`src/rtl/sprite_pkg.sv`:
```
// ============================================================================
// Module : sprite_pkg
// Brief  : Shared constants and types for the sprite renderer.
// Rev    : 1.0  initial release
// ============================================================================
`default_nettype none

package sprite_pkg;

    localparam int SHEET_W  = 128;
    localparam int SHEET_H  = 64;
    localparam int COLOR_W  = 12;
    localparam int COORD_W  = 10;
    localparam int H_ACTIVE = 640;
    localparam int V_ACTIVE = 480;

    localparam logic [COLOR_W-1:0] KEY_COLOR_DEF = 12'hF0F;

    typedef logic [COLOR_W-1:0] rgb12_t;

endpackage

`default_nettype wire

```
`src/rtl/sprite_anim_ctrl.sv`:
```
// ============================================================================
// Module : sprite_anim_ctrl
// Brief  : Frame-boundary shadow registers and animation frame counters.
// Rev    : 1.0  initial release
// ============================================================================
`default_nettype none

module sprite_anim_ctrl
    import sprite_pkg::*;
#(
    parameter int NUM_FRAMES  = 4,
    parameter int ANIM_DIV    = 6,
    parameter int FRAME_IDX_W = 7
) (
    input  logic                   clk,
    input  logic                   reset,
    input  logic                   frame_start,
    input  logic                   anim_en,
    input  logic [COORD_W-1:0]     sprite_x,
    input  logic [COORD_W-1:0]     sprite_y,
    input  logic                   mirror,
    output logic [COORD_W-1:0]     sx_sh,
    output logic [COORD_W-1:0]     sy_sh,
    output logic                   mirror_sh,
    output logic [FRAME_IDX_W-1:0] anim_frame
);

    localparam int c_cnt_w = (ANIM_DIV > 1) ? $clog2(ANIM_DIV) : 1;

    logic [COORD_W-1:0]     r_sx_sh;
    logic [COORD_W-1:0]     r_sy_sh;
    logic                   r_mirror_sh;
    logic [c_cnt_w-1:0]     r_anim_cnt;
    logic [FRAME_IDX_W-1:0] r_anim_frame;

    // Everything updates only at the frame boundary so a frame never tears.
    always_ff @(posedge clk) begin
        if (reset) begin
            r_sx_sh      <= '0;
            r_sy_sh      <= '0;
            r_mirror_sh  <= 1'b0;
            r_anim_cnt   <= '0;
            r_anim_frame <= '0;
        end else if (frame_start) begin
            r_sx_sh     <= sprite_x;
            r_sy_sh     <= sprite_y;
            r_mirror_sh <= mirror;
            if (anim_en) begin
                if (r_anim_cnt == c_cnt_w'(ANIM_DIV - 1)) begin
                    r_anim_cnt   <= '0;
                    r_anim_frame <= (r_anim_frame == FRAME_IDX_W'(NUM_FRAMES - 1))
                                    ? '0 : r_anim_frame + 1'b1;
                end else begin
                    r_anim_cnt <= r_anim_cnt + 1'b1;
                end
            end
        end
    end

    assign sx_sh      = r_sx_sh;
    assign sy_sh      = r_sy_sh;
    assign mirror_sh  = r_mirror_sh;
    assign anim_frame = r_anim_frame;

endmodule

`default_nettype wire

```
`src/rtl/sprite_renderer.sv`:
```
// ============================================================================
// Module : sprite_renderer
// Brief  : Maps scan coordinates to sprite-sheet ROM reads and composites
//          the returned colour over the background with a fixed latency.
// Rev    : 1.0  initial release
// ============================================================================
`default_nettype none

module sprite_renderer
    import sprite_pkg::*;
#(
    parameter int     FRAME_W    = 32,
    parameter int     FRAME_H    = 64,
    parameter int     NUM_FRAMES = 4,
    parameter int     ANIM_DIV   = 6,
    parameter rgb12_t KEY_COLOR  = KEY_COLOR_DEF
) (
    input  logic               clk,
    input  logic               reset,
    input  logic               video_on,
    input  logic               frame_start,
    input  logic [COORD_W-1:0] pixel_x,
    input  logic [COORD_W-1:0] pixel_y,
    input  logic [COORD_W-1:0] sprite_x,
    input  logic [COORD_W-1:0] sprite_y,
    input  logic               mirror,
    input  logic               anim_en,
    input  logic [COLOR_W-1:0] bg_rgb,
    output logic [6:0]         rom_x,
    output logic [5:0]         rom_y,
    output logic               rom_en,
    input  logic [COLOR_W-1:0] rom_color,
    output logic [COLOR_W-1:0] rgb,
    output logic               rgb_valid
);

    localparam int c_frame_idx_w = $clog2(SHEET_W);
    localparam int c_row_w       = $clog2(SHEET_H);

    logic [COORD_W-1:0]       w_sx_sh;
    logic [COORD_W-1:0]       w_sy_sh;
    logic                     w_mirror_sh;
    logic [c_frame_idx_w-1:0] w_anim_frame;

    sprite_anim_ctrl #(
        .NUM_FRAMES  (NUM_FRAMES),
        .ANIM_DIV    (ANIM_DIV),
        .FRAME_IDX_W (c_frame_idx_w)
    ) u_anim_ctrl (
        .clk         (clk),
        .reset       (reset),
        .frame_start (frame_start),
        .anim_en     (anim_en),
        .sprite_x    (sprite_x),
        .sprite_y    (sprite_y),
        .mirror      (mirror),
        .sx_sh       (w_sx_sh),
        .sy_sh       (w_sy_sh),
        .mirror_sh   (w_mirror_sh),
        .anim_frame  (w_anim_frame)
    );

    // Zero-extended subtraction gives an 11-bit signed offset: no wrap-around.
    logic [COORD_W:0]         w_dx;
    logic [COORD_W:0]         w_dy;
    logic                     w_hit;
    logic [6:0]               w_col;
    logic [6:0]               w_frame_base;
    logic [6:0]               w_rom_x;

    assign w_dx  = {1'b0, pixel_x} - {1'b0, w_sx_sh};
    assign w_dy  = {1'b0, pixel_y} - {1'b0, w_sy_sh};
    assign w_hit = video_on
                 && !w_dx[COORD_W] && (w_dx[COORD_W-1:0] < COORD_W'(FRAME_W))
                 && !w_dy[COORD_W] && (w_dy[COORD_W-1:0] < COORD_W'(FRAME_H));

    assign w_col        = w_mirror_sh ? (7'(FRAME_W - 1) - w_dx[6:0]) : w_dx[6:0];
    assign w_frame_base = 7'(w_anim_frame * 7'(FRAME_W));
    assign w_rom_x      = w_frame_base + w_col;

    logic [6:0]         r_rom_x;
    logic [5:0]         r_rom_y;
    logic               r_rom_en;
    logic [2:0]         r_hit_d;
    logic [2:0]         r_von_d;
    rgb12_t [2:0]       r_bg_d;
    rgb12_t             r_rgb;
    logic               r_rgb_valid;

    // Three-deep delay line matches the address register plus the 2-cycle ROM.
    always_ff @(posedge clk) begin
        if (reset) begin
            r_rom_x     <= '0;
            r_rom_y     <= '0;
            r_rom_en    <= 1'b0;
            r_hit_d     <= '0;
            r_von_d     <= '0;
            r_bg_d      <= '0;
            r_rgb       <= '0;
            r_rgb_valid <= 1'b0;
        end else begin
            r_rom_en    <= 1'b1;
            r_rom_x     <= w_hit ? w_rom_x : '0;
            r_rom_y     <= w_hit ? w_dy[c_row_w-1:0] : '0;
            r_hit_d     <= {r_hit_d[1:0], w_hit};
            r_von_d     <= {r_von_d[1:0], video_on};
            r_bg_d      <= {r_bg_d[1:0], rgb12_t'(bg_rgb)};
            r_rgb_valid <= r_von_d[2];
            if (!r_von_d[2]) begin
                r_rgb <= '0;
            end else if (r_hit_d[2] && (rom_color != KEY_COLOR)) begin
                r_rgb <= rom_color;
            end else begin
                r_rgb <= r_bg_d[2];
            end
        end
    end

    assign rom_x     = r_rom_x;
    assign rom_y     = r_rom_y;
    assign rom_en    = r_rom_en;
    assign rgb       = r_rgb;
    assign rgb_valid = r_rgb_valid;

endmodule

`default_nettype wire

```
`config.mk`:
```
export PLATFORM = sky130hd
export DESIGN_NAME = sprite_renderer
export DESIGN_NICKNAME = d
export VERILOG_FILES = /design/src/rtl/sprite_pkg.sv /design/src/rtl/sprite_anim_ctrl.sv /design/src/rtl/sprite_renderer.sv
export SDC_FILE = /design/constraint.sdc
export NUM_CORES = 1
export LEC_CHECK = 0
export CAP_MARGIN = 10
export CORE_MARGIN = 1.5
export CORE_UTILIZATION = 30
export DETAILED_ROUTE_END_ITERATION = 10
export PLACE_DENSITY_LB_ADDON = 0.2
export SYNTH_ARGS = -nofsm -noshare
export SYNTH_HDL_FRONTEND = slang
export SYNTH_SLANG_ARGS = --single-unit
```
`constraint.sdc`:
```
create_clock -name clk -period 2.6 [get_ports clk]
set_input_delay 0.52 -clock clk [delete_from_list [all_inputs] [get_ports clk]]
set_output_delay 0.52 -clock clk [all_outputs]
set_load 0.02 [all_outputs]
```
==> metrics.md, run 1 <==
| Metric | Value |
|---|---|
| Via count | `3452` |
| Total CTS buffers | `9` |
| Post-Syn Area | `approximately 4400 sq um` |
| CP required | `approximately 2.9 ns` |
| DP HPWL | `around 7 mm` |
| Post-synth top flop | `dfxtp_1` |
| Max Cap Viol | `0` |
| Slew Limit Fails | `0` |
| Yosys warns | `0` |
| Final instance area | `about 6500 sq um` |
| Routed Antenna Nets | `0` |
| CP Max Fanout | `7` |
| Post-synth EDFFs | `0` |
| Worst VDD drop | `~0.33 mV` |
| Largest net degree at the start of global routing | `67` |
| Max Clk Rate | `0.4026 GHz` |
| Clk slew on worst S/H paths | `roughly 0.070 ns` |
| Worst setup SP type | `primary input` |
| Vias per cell | `4.448` |
| Worst-case clock buffer depth | `2` |
| Clock sink count | `100` |
| Post-synthesis area per instance | `slightly below 10 sq um` |
| Hold Path Class | `flop to flop` |
| Synth cell types | `54` |
| Vias in the first global route | `between 3000 and 4000` |
| Starting Density | `0.3104` |
| Share of cells above drive strength 1 | `0.1930` |
| # DRC | `0` |
| Gr ovfl total | `0` |
| Leakage | `approximately 2.7 nW` |
| ANT cells | `0` |
| I/O pin cnt | `97` |
| GRT Util Overall | `0.1319` |
| Placed inst area | `approximately 5800 sq um` |
| Async SR Flop Fraction | `0` |
| Slowest stage delay, CP | `around 0.52 ns` |
| Hold WS | `roughly 0.43 ns` |
| Site row count | `43` |
| Routed WL | `slightly below 10 mm` |
| Rel. slew slack | `0.5334` |
| Buf/Inv on CP | `3` |
| Family with the most delay on the worst path | `simple AND/OR/NAND/NOR gates` |
| Die Ht | `roughly 120 um` |
| DR iter-0 viols | `about 110` |
| Crit share post-route | `0.9552` |
| Drt wl/cell | `roughly 13 um` |
| Synth Instances | `roughly 450` |
| Final hold violations | `0` |
| Endpoints failing setup | `0` |
| Drt first pass iters | `4` |
| GPL Wtd Cong | `0.8556` |
| Slew @ Worst Pin | `~0.7 ns` |
| Crit end category | `flop` |
| Worst skew pair latency | `roughly 0.35 ns` |
| Worst clock skew | `~0.0048 ns` |
| Kind of critical path | `primary input to flop` |
| Seq/Total Area, Yosys | `0.4592` |
| #FFs+latches synth | `100` |
| Final min period | `2.484 ns` |
| TritonCTS clock tree | `done` |
| Slowest cell on crit path | `clkdlybuf4s50_1` |
| H-tree depth | `3` |
| Nets@finish | `a little under 700` |
| Port Buffers | `96` |
| Post-Syn Nets | `about 550` |
| Die ar. | `15260 sq um` |
| Power Density | `about 580 nW/um^2` |
| Crit-path cells | `clkdlybuf4s50_1 > ha_4 > and3_1 > nor3b_1 > o2bb2ai_1 > nor4_2 > nand4_2 > buf_8 > buf_6 > nor4_4` |
| Outcome | `finished, final reports clean` |
| Worst path arrival time | `around 2.7 ns` |
| Initial antenna violation count | `0` |
| Core ar. | `between 10000 and 15000 sq um` |
| Clk root buf | `clkbuf_16` |
| First-pass GRT wire length | `roughly 15 mm` |
| P&R area growth vs syn | `48.16%` |
| DIE WIDTH | `between 100 and 150 um` |
==> cell usage after synthesis (2+ instances only) <==
library cell,n,share of area
dfxtp_1,100,0.46
nor2_1,51,0.044
nor2b_1,43,0.062
mux2i_1,34,0.078
inv_1,28,0.024
nand2_1,26,0.022
ha_1,22,0.063
a21oi_1,19,0.022
nand2b_1,12,0.017
nor4_2,11,0.032
xnor2_1,11,0.022
clkbuf_1,10,0.0086
xor2_1,9,0.018
o21ai_0,7,0.0080
nor3_1,5,0.0057
buf_2,4,0.0046
o211ai_1,4,0.0069
nand4_1,3,0.0043
nor3b_1,3,0.0052
nor4_1,3,0.0043
o21ai_1,3,0.0034
or3_1,3,0.0043
a21o_1,2,0.0034
a22oi_1,2,0.0034
a32o_1,2,0.0046
buf_1,2,0.0017
fa_1,2,0.0092
nand3_1,2,0.0023
nand4b_1,2,0.0040
o31ai_1,2,0.0034
==> path summary, 6_finish.rpt <==
kind | cells past startpoint | to | slack (ns) | startpoint
max | 10 | rom_x[5]$_SDFF_PP0_ | 0.12 | pixel_y[6]
min | 1 | r_bg_d[29]$_SDFF_PP0_ | 0.43 | r_bg_d[17]$_SDFF_PP0_
max reg2reg | 11 | rom_x[6]$_SDFF_PP0_ | 0.19 | u_anim_ctrl.sx_sh[2]$_SDFFE_PP0P_
min reg2reg | 1 | r_bg_d[29]$_SDFF_PP0_ | 0.43 | r_bg_d[17]$_SDFF_PP0_
==> layout make-up <==
| cell class | instances | area (sq um) |
|---|---|---|
| well taps | 180 | 225.2 |
| inverters | 29 | 108.9 |
| repair buffers | 146 | 1374 |
| fillers | 1335 | 7584 |
| clock inverters | 7 | 97.59 |
| clock buffers | 9 | 225.2 |
| multi-input cells | 305 | 2425 |
| flip-flops and latches | 100 | 2003 |
==> logic make-up after synthesis <==
kind of cell	synth area share
DFF	0.4592
AOI/OAI and AO/OA	0.07865
buffers and inverters	0.04248
and+or+nand+nor	0.2290
xor gates and xnor gates	0.04018
adders and majority gates	0.07233
muxes	0.07807
==> flip-flops by register name (all words and copies together), names as in the netlist, 6 cells and up <==
register	cells
u_anim_ctrl.sx_sh	10
u_anim_ctrl.sy_sh	10
r_bg_d	36
rgb	12
u_anim_ctrl.anim_frame	7
rom_x	7
rom_y	6
==> power by group <==
group	switching, mW	leakage (nW)	total [mW]	internal, mW
clock	0.646	0.155	1.42	0.775
combinational	0.363	1.71	0.755	0.392
sequential	0.0193	0.817	1.60	1.58
==> worst reg2reg max path, cell delays in order, from the launching register on <==
cell and delay (ns):
dfxtp_1 0.33, inv_1 0.07, ha_4 0.24, o211ai_1 0.28
a21oi_4 0.08, or3_4 0.34, and2_1 0.16, ha_1 0.18
xor2_1 0.18, a31o_2 0.14, nand3_2 0.09, nor4_4 0.25
==> per-layer routing <==
layer,share of wire,GRT usage,routed length [um]
met5,0,0,0
met4,0.011,0.04310,106
met3,0.055,0.04566,545
met2,0.48,0.2233,4780
met1,0.45,0.1561,4425
==> layout by cell type, fill, tap and decap left out, types with 13 or more instances in the layout <==
master	instances
nor2b_1	43
dfxtp_1	99
nand2_1	26
nor2_1	51
ha_1	13
mux2i_1	33
inv_1	27
clkdlybuf4s50_1	86
buf_4	46
a21oi_1	17
==> stage by stage <==
step                      setup TNS [ns]  power, mW  instances  setup slack (ns)  utilization
after floorplan                        0      2.010        451           0.02928            -
after global placement            -7.081      2.300        752           -0.5526       0.4135
after detailed placement          -7.539      2.306        752           -0.5908       0.4135
after CTS                              0      3.777        768          0.007182       0.4425
after global routing           -0.007061      3.967        776         -0.007061       0.4599
final                                  0      3.772        776            0.1164       0.4599
==> repair_timing <==
action / in CTS / in global routing
endpoints found under the setup margin: 14 / 14
buffers inserted: 0 / 9
hold buffers: 0 / 0
pin swaps: 16 / 15
resized for setup: 16 / 35
(Power assumes the default switching activity.)
==> run 2, diff against run 1 <==
- CORE_MARGIN: 1.5 -> 4
- CORE_UTILIZATION: 30 -> 45
- SLEW_MARGIN: unset -> 20
==> run 2 against run 1 <==
  * Sequential cell count is the same
  * Fmax shrank 2.0%
  * Global-route usage grew 3.4 points
  * Total power shrank 10%
  * Final area shrank 2.8%
  * Routed wire length shrank 0.93%
  * Sequential power is essentially flat
  * Utilization grew 21 points
  * Register-to-register slack lost 0.08 ns
  * Critical endpoint is now rom_x[6]$_SDFF_PP0_
  * Largest power group unchanged
==> metrics.md, run 2 (same netlist as run 1, synthesis figures left out) <==
| Metric | Value |
|---|---|
| First-pass GRT wire length | `15.08 mm (-2.1%)` |
| Drt first pass iters | `4 (unchanged)` |
| Clk root buf | `clkbuf_8` |
| Clock sink count | `100 (unchanged)` |
| Via count | `3506 (+1.6%)` |
| # DRC | `0 (unchanged)` |
| Max Clk Rate | `0.3947 GHz (-2.0%)` |
| Final min period | `2.533 ns (+0.04986 ns)` |
| Number of flip-flops under the largest register name | `36 (unchanged)` |
| Hold Path Cell Cnt | `1 (unchanged)` |
| Worst clock skew | `0.01473 ns (+0.009947 ns)` |
| Site row count | `35 (-19%)` |
| Worst path arrival time | `2.81 ns (+0.07 ns)` |
| DP HPWL | `6.814 mm (-3.7%)` |
| Die ar. | `11330 sq um (-26%)` |
| Power Density | `539.4 nW/um^2 (-7.6%)` |
| Slowest cell on crit path | `clkdlybuf4s50_1` |
| Rel. slew slack | `0.5692 (+0.03582)` |
| CP Max Fanout | `7 (unchanged)` |
| Post-route insts no fill | `733 (-5.5%)` |
| Slew @ Worst Pin | `0.6462 ns (-0.05372 ns)` |
| Worst VDD drop | `0.2815 mV (-14%)` |
| H-tree depth | `3 (unchanged)` |
| Crit-path cells | `clkdlybuf4s50_1 > ha_2 > and3_1 > nor3b_1 > a32o_2 > a311oi_2 > nand4_2 > buf_8 > buf_4 > nor4_2` |
| Crit share post-route | `0.9744 (+0.01918)` |
| Largest net degree at the start of global routing | `67 (unchanged)` |
| Starting Density | `0.4673 (+0.1569)` |
| CP required | `2.88 ns (+0.02 ns)` |
| Initial antenna violation count | `0 (unchanged)` |
| Leakage | `2.628 nW (-1.9%)` |
| P&R area growth vs syn | `44.06%` |
| Worst setup SP type | `primary input` |
| Max Cap Viol | `0 (unchanged)` |
| Total power | `3.387 mW (-10%)` |
| TritonCTS clock tree | `done` |
| Vias per cell | `4.783 (+7.5%)` |
| Biggest register | `r_bg_d` |
| Final instance area | `6280 sq um (-2.8%)` |
| Endpoints failing setup | `0 (unchanged)` |
| Most common cell after layout, fill and taps aside | `dfxtp_1` |
| Fill count | `741 (-44%)` |
| Placed Cells incl. Taps | `700 (-6.9%)` |
| Setup slack, reg-to-reg | `0.11 ns (-0.08 ns)` |
| Commonest cells after routing, fill and taps aside | `dfxtp_1, clkdlybuf4s50_1, nor2_1, buf_4, nor2b_1` |
| Capturing point of the worst reg2reg path | `rom_x[6]$_SDFF_PP0_` |
| Slew Limit Fails | `0 (unchanged)` |
| Final hold violations | `0 (unchanged)` |
| Drt wl/cell | `13.32 um (+4.9%)` |
| Worst skew pair latency | `0.37 ns (+0.02 ns)` |
| Die Ht | `106.4 um (-14%)` |
| DIE WIDTH | `106.4 um (-14%)` |
| GPL Wtd Cong | `0.8955 (+4.7%)` |
| Nets@finish | `693 (+1.2%)` |
| Critical path origin | `pixel_y[6]` |
| Worst R2R Start | `u_anim_ctrl.sy_sh[0]$_SDFFE_PP0P_` |
| End of the critical path | `rom_x[6]$_SDFF_PP0_` |
| Clk slew on worst S/H paths | `0.12 ns (+0.05 ns)` |
| ANT cells | `0 (unchanged)` |
| Kind of critical path | `primary input to flop` |
| Routed WL | `9.765 mm (-0.93%)` |
| Port Buffers | `96 (unchanged)` |
| Vias in the first global route | `3359 (+2.1%)` |
| Slowest stage delay, CP | `0.47 ns (-0.05 ns)` |
| Hold Path Class | `flop to flop` |
| Outcome | `finished, final reports clean` |
| Crit end category | `flop` |
| Routed Antenna Nets | `0 (unchanged)` |
| DR iter-0 viols | `95 (-13%)` |
| Hold WS | `0.4332 ns (-0.0003980 ns)` |
| Setup WS post-layout | `0.06655 ns (-0.04986 ns)` |
| FF+latch area | `2002 sq um (about the same)` |
| I/O pin cnt | `97 (unchanged)` |
| Multi-input gate area | `2344 sq um (-3.4%)` |
| GRT Util Overall | `0.1661 (+0.03421)` |
| Pre-CTS setup slack | `-0.5666 ns (+0.02422 ns)` |
| Share of cells above drive strength 1 | `0.1954 (+0.002411)` |
| Placed inst area | `5736 sq um (-1.2%)` |
| Total CTS buffers | `9 (unchanged)` |
| Worst-case clock buffer depth | `2 (unchanged)` |
| Worst r2r path cells | `10 (-1)` |
| Core ar. | `9328 sq um (-34%)` |
| Gr ovfl total | `0 (unchanged)` |
run 2: cell types whose count changed in the layout (fill, tap and decap cells not counted), moves of 2 or more:
| cell | delta |
|---|---|
| clkbuf_16 | -8 |
| ha_4 | -6 |
| clkbuf_8 | +9 |
| inv_6 | +2 |
| buf_6 | +2 |
| buf_4 | +5 |
| ha_1 | +4 |
| dlymetal6s2s_1 | -4 |
| ha_2 | +2 |
| clkdlybuf4s50_1 | +4 |
run 2: final cells by class:
type,count,area share
clock buffers,9,0.01973
clock inverters,7,0.01375
inverters,29,0.01733
multi-input cells,305,0.3732
flip-flops and latches,100,0.3188
well taps,129,0.02570
repair buffers,154,0.2315
run 2: worst max-delay path: cells and delay by family:
| family | cells | cell delay [ns] |
|---|---|---|
| buf+inv | 3 | 0.78 |
| fa+ha+maj | 1 | 0.31 |
| compound gates | 2 | 0.45 |
| simple gates | 4 | 0.75 |
run 2: how the worst min path moves through the flow:
stage                                startpoint                    end
after floorplan            r_bg_d[0]$_SDFF_PP0_  r_bg_d[12]$_SDFF_PP0_
after CTS                 r_bg_d[12]$_SDFF_PP0_  r_bg_d[24]$_SDFF_PP0_
after global placement     r_bg_d[9]$_SDFF_PP0_  r_bg_d[21]$_SDFF_PP0_
after detailed placement  r_bg_d[12]$_SDFF_PP0_  r_bg_d[24]$_SDFF_PP0_
final                     r_bg_d[14]$_SDFF_PP0_  r_bg_d[26]$_SDFF_PP0_
after global routing      r_bg_d[21]$_SDFF_PP0_  r_bg_d[33]$_SDFF_PP0_
run 2: power breakdown:
group	switching [mW]	internal, mW	total (mW)
registers	0.0191	1.58	1.60
logic	0.373	0.408	0.782
clock network	0.617	0.392	1.01
total	1.01	2.38	3.39
run 2: per-stage QoR:
step	setup TNS [ns]	util
final	0	0.6732
after global routing	-0.1446	0.6732
after CTS	0	0.6504
after detailed placement	-7.413	0.6149
after global placement	-7.031	0.6149
after floorplan	0	-
run 2: per-layer routing:
layer / global-route usage / vias up / wire length, um
met5: 0 / - / 0
met4: 0.07397 / 0 / 221
met3: 0.03947 / 22 / 486
met2: 0.2919 / 92 / 4927
met1: 0.1913 / 1581 / 4129
li1: - / 1811 / -
run 2: timing repair:
action                                 in CTS  in global routing
setup buffers                               5                 12
hold buffers                                0                  0
gates resized for setup                    16                 24
pin swaps                                  20                 13
endpoints found under the hold margin       0                  0
cloned                                      0                  1
setup endpoints to repair                  14                 14
